===== src/rtl/fifo_push_arbiter.sv =====
// fifo_push_arbiter: round-robin arbiter that shares one FIFO write port
// between N_REQ producers. Grant is combinational; push/Din to the FIFO are
// registered, and an internal occupancy count covers the in-flight push so the
// FIFO can never be overflowed by the extra pipeline stage.
//
// Ports:
//   clk, rst        clock / asynchronous active-low reset
//   req, data_in    per-requester valid and data (requester i at [i*width +: width])
//   gnt             one-hot or zero grant (combinational), forced 0 in reset
//   fifo_full       FIFO full flag
//   fifo_pop        consumer pop; fifo_pndng FIFO non-empty flag
//   push, Din       registered write port toward the FIFO
//   count           tracked occupancy including an in-flight push
//   ovf_err         sticky: push seen while fifo_full was high
module fifo_push_arbiter #(
   parameter int unsigned N_REQ = 4,
   parameter int unsigned width = 16,
   parameter int unsigned depth = 8
) (
   input  logic                        clk,
   input  logic                        rst,
   input  logic [N_REQ-1:0]            req,
   input  logic [N_REQ*width-1:0]      data_in,
   output logic [N_REQ-1:0]            gnt,
   input  logic                        fifo_full,
   input  logic                        fifo_pop,
   input  logic                        fifo_pndng,
   output logic                        push,
   output logic [width-1:0]            Din,
   output logic [$clog2(depth+1)-1:0]  count,
   output logic                        ovf_err
);

   localparam int unsigned PW = (N_REQ > 1) ? $clog2(N_REQ) : 1;
   localparam int unsigned CW = $clog2(depth + 1);
   localparam logic [CW-1:0] DEPTH_C = CW'(depth);
   localparam logic [PW-1:0] LAST_C  = PW'(N_REQ - 1);

   logic [PW-1:0]    ptr_q, ptr_d;
   logic [CW-1:0]    count_q, count_d;
   logic             push_q, push_d;
   logic [width-1:0] din_q, din_d;
   logic             ovf_q, ovf_d;

   logic [N_REQ-1:0] sel_c;
   logic [PW-1:0]    gidx_c;
   logic             allow_c;
   logic             xfer_c;
   logic             pop_ok_c;

   // Conservative eligibility: a same-cycle pop does not free a slot.
   assign allow_c = (count_q < DEPTH_C) && !fifo_full;

   // Round-robin search starting at ptr_q; first requester found wins.
   always_comb begin
      int unsigned idx;
      logic        found;
      sel_c  = '0;
      gidx_c = '0;
      found  = 1'b0;
      idx    = 0;
      for (int unsigned k = 0; k < N_REQ; k++) begin
         idx = (32'(ptr_q) + k) % N_REQ;
         if (!found && req[idx]) begin
            found       = 1'b1;
            sel_c[idx]  = 1'b1;
            gidx_c      = PW'(idx);
         end
      end
   end

   assign gnt    = (allow_c && rst) ? sel_c : '0;
   assign xfer_c = |gnt;
   // Pops against an empty count are ignored so count never underflows.
   assign pop_ok_c = fifo_pop && fifo_pndng && (count_q != '0);

   // Next-state for the push stage, pointer, occupancy and error flag.
   always_comb begin
      ptr_d   = ptr_q;
      push_d  = 1'b0;
      din_d   = din_q;
      count_d = count_q + CW'(xfer_c) - CW'(pop_ok_c);
      ovf_d   = ovf_q | (push_q & fifo_full);
      if (xfer_c) begin
         push_d = 1'b1;
         din_d  = data_in[32'(gidx_c)*width +: width];
         ptr_d  = (gidx_c == LAST_C) ? '0 : PW'(gidx_c + PW'(1));
      end
   end

   // State registers.
   always_ff @(posedge clk or negedge rst) begin
      if (!rst) begin
         ptr_q   <= '0;
         count_q <= '0;
         push_q  <= 1'b0;
         din_q   <= '0;
         ovf_q   <= 1'b0;
      end else begin
         ptr_q   <= ptr_d;
         count_q <= count_d;
         push_q  <= push_d;
         din_q   <= din_d;
         ovf_q   <= ovf_d;
      end
   end

   assign push    = push_q;
   assign Din     = din_q;
   assign count   = count_q;
   assign ovf_err = ovf_q;

endmodule

===== config.mk =====
export PLATFORM = sky130hd
export DESIGN_NAME = fifo_push_arbiter
export DESIGN_NICKNAME = d
export VERILOG_FILES = /design/src/rtl/fifo_push_arbiter.sv
export SDC_FILE = /design/constraint.sdc
export NUM_CORES = 1
export LEC_CHECK = 0
export CORE_MARGIN = 5
export CORE_UTILIZATION = 55
export DETAILED_ROUTE_END_ITERATION = 10
export DONT_BUFFER_PORTS = 1
export HOLD_SLACK_MARGIN = 0.1
export PLACE_DENSITY_LB_ADDON = 0.3
export SYNTH_ARGS = -nofsm -noshare
export SYNTH_HDL_FRONTEND = slang
export SYNTH_SLANG_ARGS = --single-unit

===== constraint.sdc =====
create_clock -name clk -period 3.43 [get_ports clk]
set_clock_uncertainty 0.2 [all_clocks]
set_input_delay 0.1715 -clock clk [delete_from_list [all_inputs] [get_ports clk]]
set_output_delay 0.1715 -clock clk [all_outputs]
set_load 0.02 [all_outputs]

==> summary.txt <==
Power
  • Worst vdd ir: 0.0006195 V
  • Pwr Density: 952.8 mW/mm^2
  • Total power: 2.810 mW
  • Cell leakage power: 1.232 nW

Floorplan
  • I/O pin count: 99
  • Row cnt: 21
  • Die Wd: 69.97 um
  • Die area: 0.004896 sq mm
  • Core area: 0.003416 sq mm
  • Starting Density: 0.5791
  • Die Y: 69.97 um

Worst setup path
  • Setup CP Type: register to register
  • CP startpoint kind: register
  • Critical-path top delay cell: fa_2
  • Reg2reg setup slack: 0.0002 ns
  • CP Cell Sequence: inv_2 -> ha_4 -> mux4_2 -> or3b_1 -> a21oi_1 -> a311o_2 -> nor4_4 -> ha_4 -> inv_2 -> ha_4 -> inv_2 -> fa_2 -> inv_1
  • Critical Path AT: 3.49 ns
  • Top fanout value on the critical path: 5
  • Largest stage delay, worst path: 0.51 ns
  • CP endpoint kind: register
  • CP required: 3.49 ns

Finish
  • Post-layout util: 0.8634
  • Design area: 0.002949 sq mm
  • Final Net Count: 336
  • Area delta synth->final: 49.08%
  • Share of layout cells above drive strength 1: 0.3253
  • Number of fillers in the final layout: 145
  • Cell Count, Final, Fillers Out: 296

Place
  • Post-DP HPWL: 3.957 mm
  • Port bufs: 0
  • Placer congestion estimate: 0.9512
  • Placed insts: 216
  • Placed cell area: 0.002115 sq mm

Global routing
  • Global Route met2 Usage: 0.4617
  • Most used routing layer in global routing: met2
  • Met1 Resource Use GR: 0.3456
  • Antenna violations before repair: 1
  • First-pass GRT wire length: 10.68 mm
  • Vias in the first global route: 1942
  • Met3 Track Usage GR: 0.08895
  • Largest net degree at the start of global routing: 25
  • Global route total overflow: 0
  • GRT Util Overall: 0.2807

STA
  • Post-route minimum period: 3.430 ns
  • FMAX: 291.6 MHz
  • Final Max Slew Viols: 0
  • Worst-Margin Slew: 1.106 ns
  • RSZ-0062 raised after global routing: yes
  • Fin crit share: 0.9999
  • Final hold vios: 0
  • Final setup fails: 0
  • Max-slew headroom: 0.2599

Synth
  • Synth warn: 0
  • EDFF count, synth: 0
  • Netlist cell types: 38
  • Netlist Area Pre-Place: 0.001978 sq mm
  • Async set or reset register ratio after synthesis: 1.000
  • Post-Syn Nets: 252
  • Avg Cell Area, Syn: 11.92 sq um
  • Synth Instances: 166
  • Seq/Total Area, Yosys: 0.3036
  • Count of state elements after synthesis: 24
  • Main synth FF type: dfrtp_1

Routing
  • Wire length per cell: 24.39 um
  • Average vias per placed instance: 6.672
  • DR pass1 iterations: 5
  • Via count: 1975
  • DRC Markers: 0
  • DR iter-0 viols: 221
  • Wirelength, routed: 7.220 mm
  • DRT antenna net count: 0

Clocking
  • Worst-path clk slew: 0.14 ns
  • CTS tree: built
  • Clock insertion delay at the later pin of the skew report: 0.34 ns
  • CTS max path bufs: 2
  • CTS sink cnt: 24
  • Root Driver: clkbuf_4
  • Total CTS buffers: 3
  • CTS HTree Levels: 1

Hold path
  • Min-Delay Path Class: input port to register

Outcome
  • Status: finished clean

Job
  • Max-cap violations: 0
==> worst paths after layout <==
kind,from,endpoint,cells after the start
min reg2reg,ovf_err,ovf_err,1
max reg2reg,register,count[1],13
max,register,count[1],13
max in group asynchronous,rst,asynchronous set/reset pin,1
min in group asynchronous,rst,Din[6],1
min,fifo_pndng,count[0],5
==> cell families (layout without fill, tap and decap cells) <==
group,count (synthesis),count (layout),share of synthesized area
compound gates,36,36,0.1214
xor+xnor,3,3,0.01329
fa+ha+maj,13,13,0.08602
buf+inv,24,107,0.05945
flops,24,24,0.3036
mux,36,36,0.3238
other cells,0,1,0
simple gates,30,30,0.09235
==> sequential cells by signal, indices dropped and copies added (netlist names), named ones only <==
| signal | count |
|---|---|
| Din | 16 |
| count | 4 |
| ovf_err | 1 |
| ptr_q | 1 |
| push | 1 |
==> report_power, final <==
part           internal (mW)  switching, mW  total, mW
combinational           1.02          0.851       1.87
sequential             0.431          0.295      0.726
clock                  0.119         0.0968      0.215
total                   1.57           1.24       2.81
==> worst max-delay path, delay by kind of cell (launching register included) <==
kind / cells / cell delay [ns]
multiplexers: 1 / 0.35
buffers and inverters: 4 / 0.21
adder cells (fa/ha/maj): 4 / 1.19
AND/OR/NAND/NOR: 2 / 0.56
AO/OA/AOI/OAI: 2 / 0.42
flip-flops: 1 / 0.43
==> synth_stat cells (3+ instances only) <==
library cell,instances,share of area
buf_2,4,0.010
nand2_1,10,0.019
ha_1,12,0.076
inv_1,14,0.027
or3b_1,3,0.013
mux2_2,8,0.046
nand3b_1,3,0.011
a21o_1,4,0.015
nor2_1,5,0.0095
a21oi_1,11,0.028
mux4_2,18,0.20
dfrtp_1,24,0.30
nor3_1,3,0.0076
o21ai_0,6,0.015
mux2_4,9,0.068
==> cells in the final DEF (no fill, tap or decap), drive strengths merged <==
cell type,n
a2111o,1
a21o,4
o21a,2
xor2,2
inv,15
xnor2,1
fa,1
nor3,3
or3b,5
mux4,18
o21ai,9
dfrtp,24
mux2,17
ha,12
nand2,10
diode,1
dlygate4sd3,66
bufinv,1
a2111oi,1
buf,22
a21oi,11
nor3b,2
nor4,1
o211ai,2
and3b,1
nand3b,3
clkbuf,3
o31a,1
nor2,5
a31oi,2
mux2i,1
a211oi,1
a311o,2
==> area by class of cell <==
class / count / area, sq um / share of cell area
Tap cell: 46 / 57.56 / 0.01952
Inverter: 15 / 58.81 / 0.01994
Multi-Input combinational cell: 118 / 1325 / 0.4493
Antenna cell: 1 / 2.502 / 0.0008485
Sequential cell: 24 / 601.8 / 0.2041
Clock buffer: 3 / 22.52 / 0.007637
Clock inverter: 1 / 30.03 / 0.01018
Timing Repair Buffer: 88 / 850.8 / 0.2885
==> layer usage <==
metal  vias to the layer above  wire length [um]  share of wire
li1                        792                 -              -
met1                       979              2512           0.35
met2                       179              3598           0.50
met3                        25               901           0.12
met4                         0               208          0.029
met5                         -                 0              0
==> timing repair <==
item / 4_1_cts / 5_1_grt
hold buffers: 66 / 0
pin swaps: 3 / 5
buffers inserted: 3 / 6
resized for setup: 1 / 13
endpoints found under the hold margin: 41 / 0
setup endpoints to repair: 3 / 11
==> metrics by stage <==
step / TNS, ns / setup WS [ns] / hold slack, ns
after CTS: 0 / 0.02576 / 0.1611
after global placement: 0 / 0.03780 / -0.3235
after detailed placement: -0.05734 / -0.03022 / -0.3236
after global routing: -0.1209 / -0.04926 / 0.1527
final: 0 / 0.0002334 / 0.1643
after floorplan: -0.5781 / -0.2079 / -0.3241
Note: power is estimated with default switching activity, not from simulation.
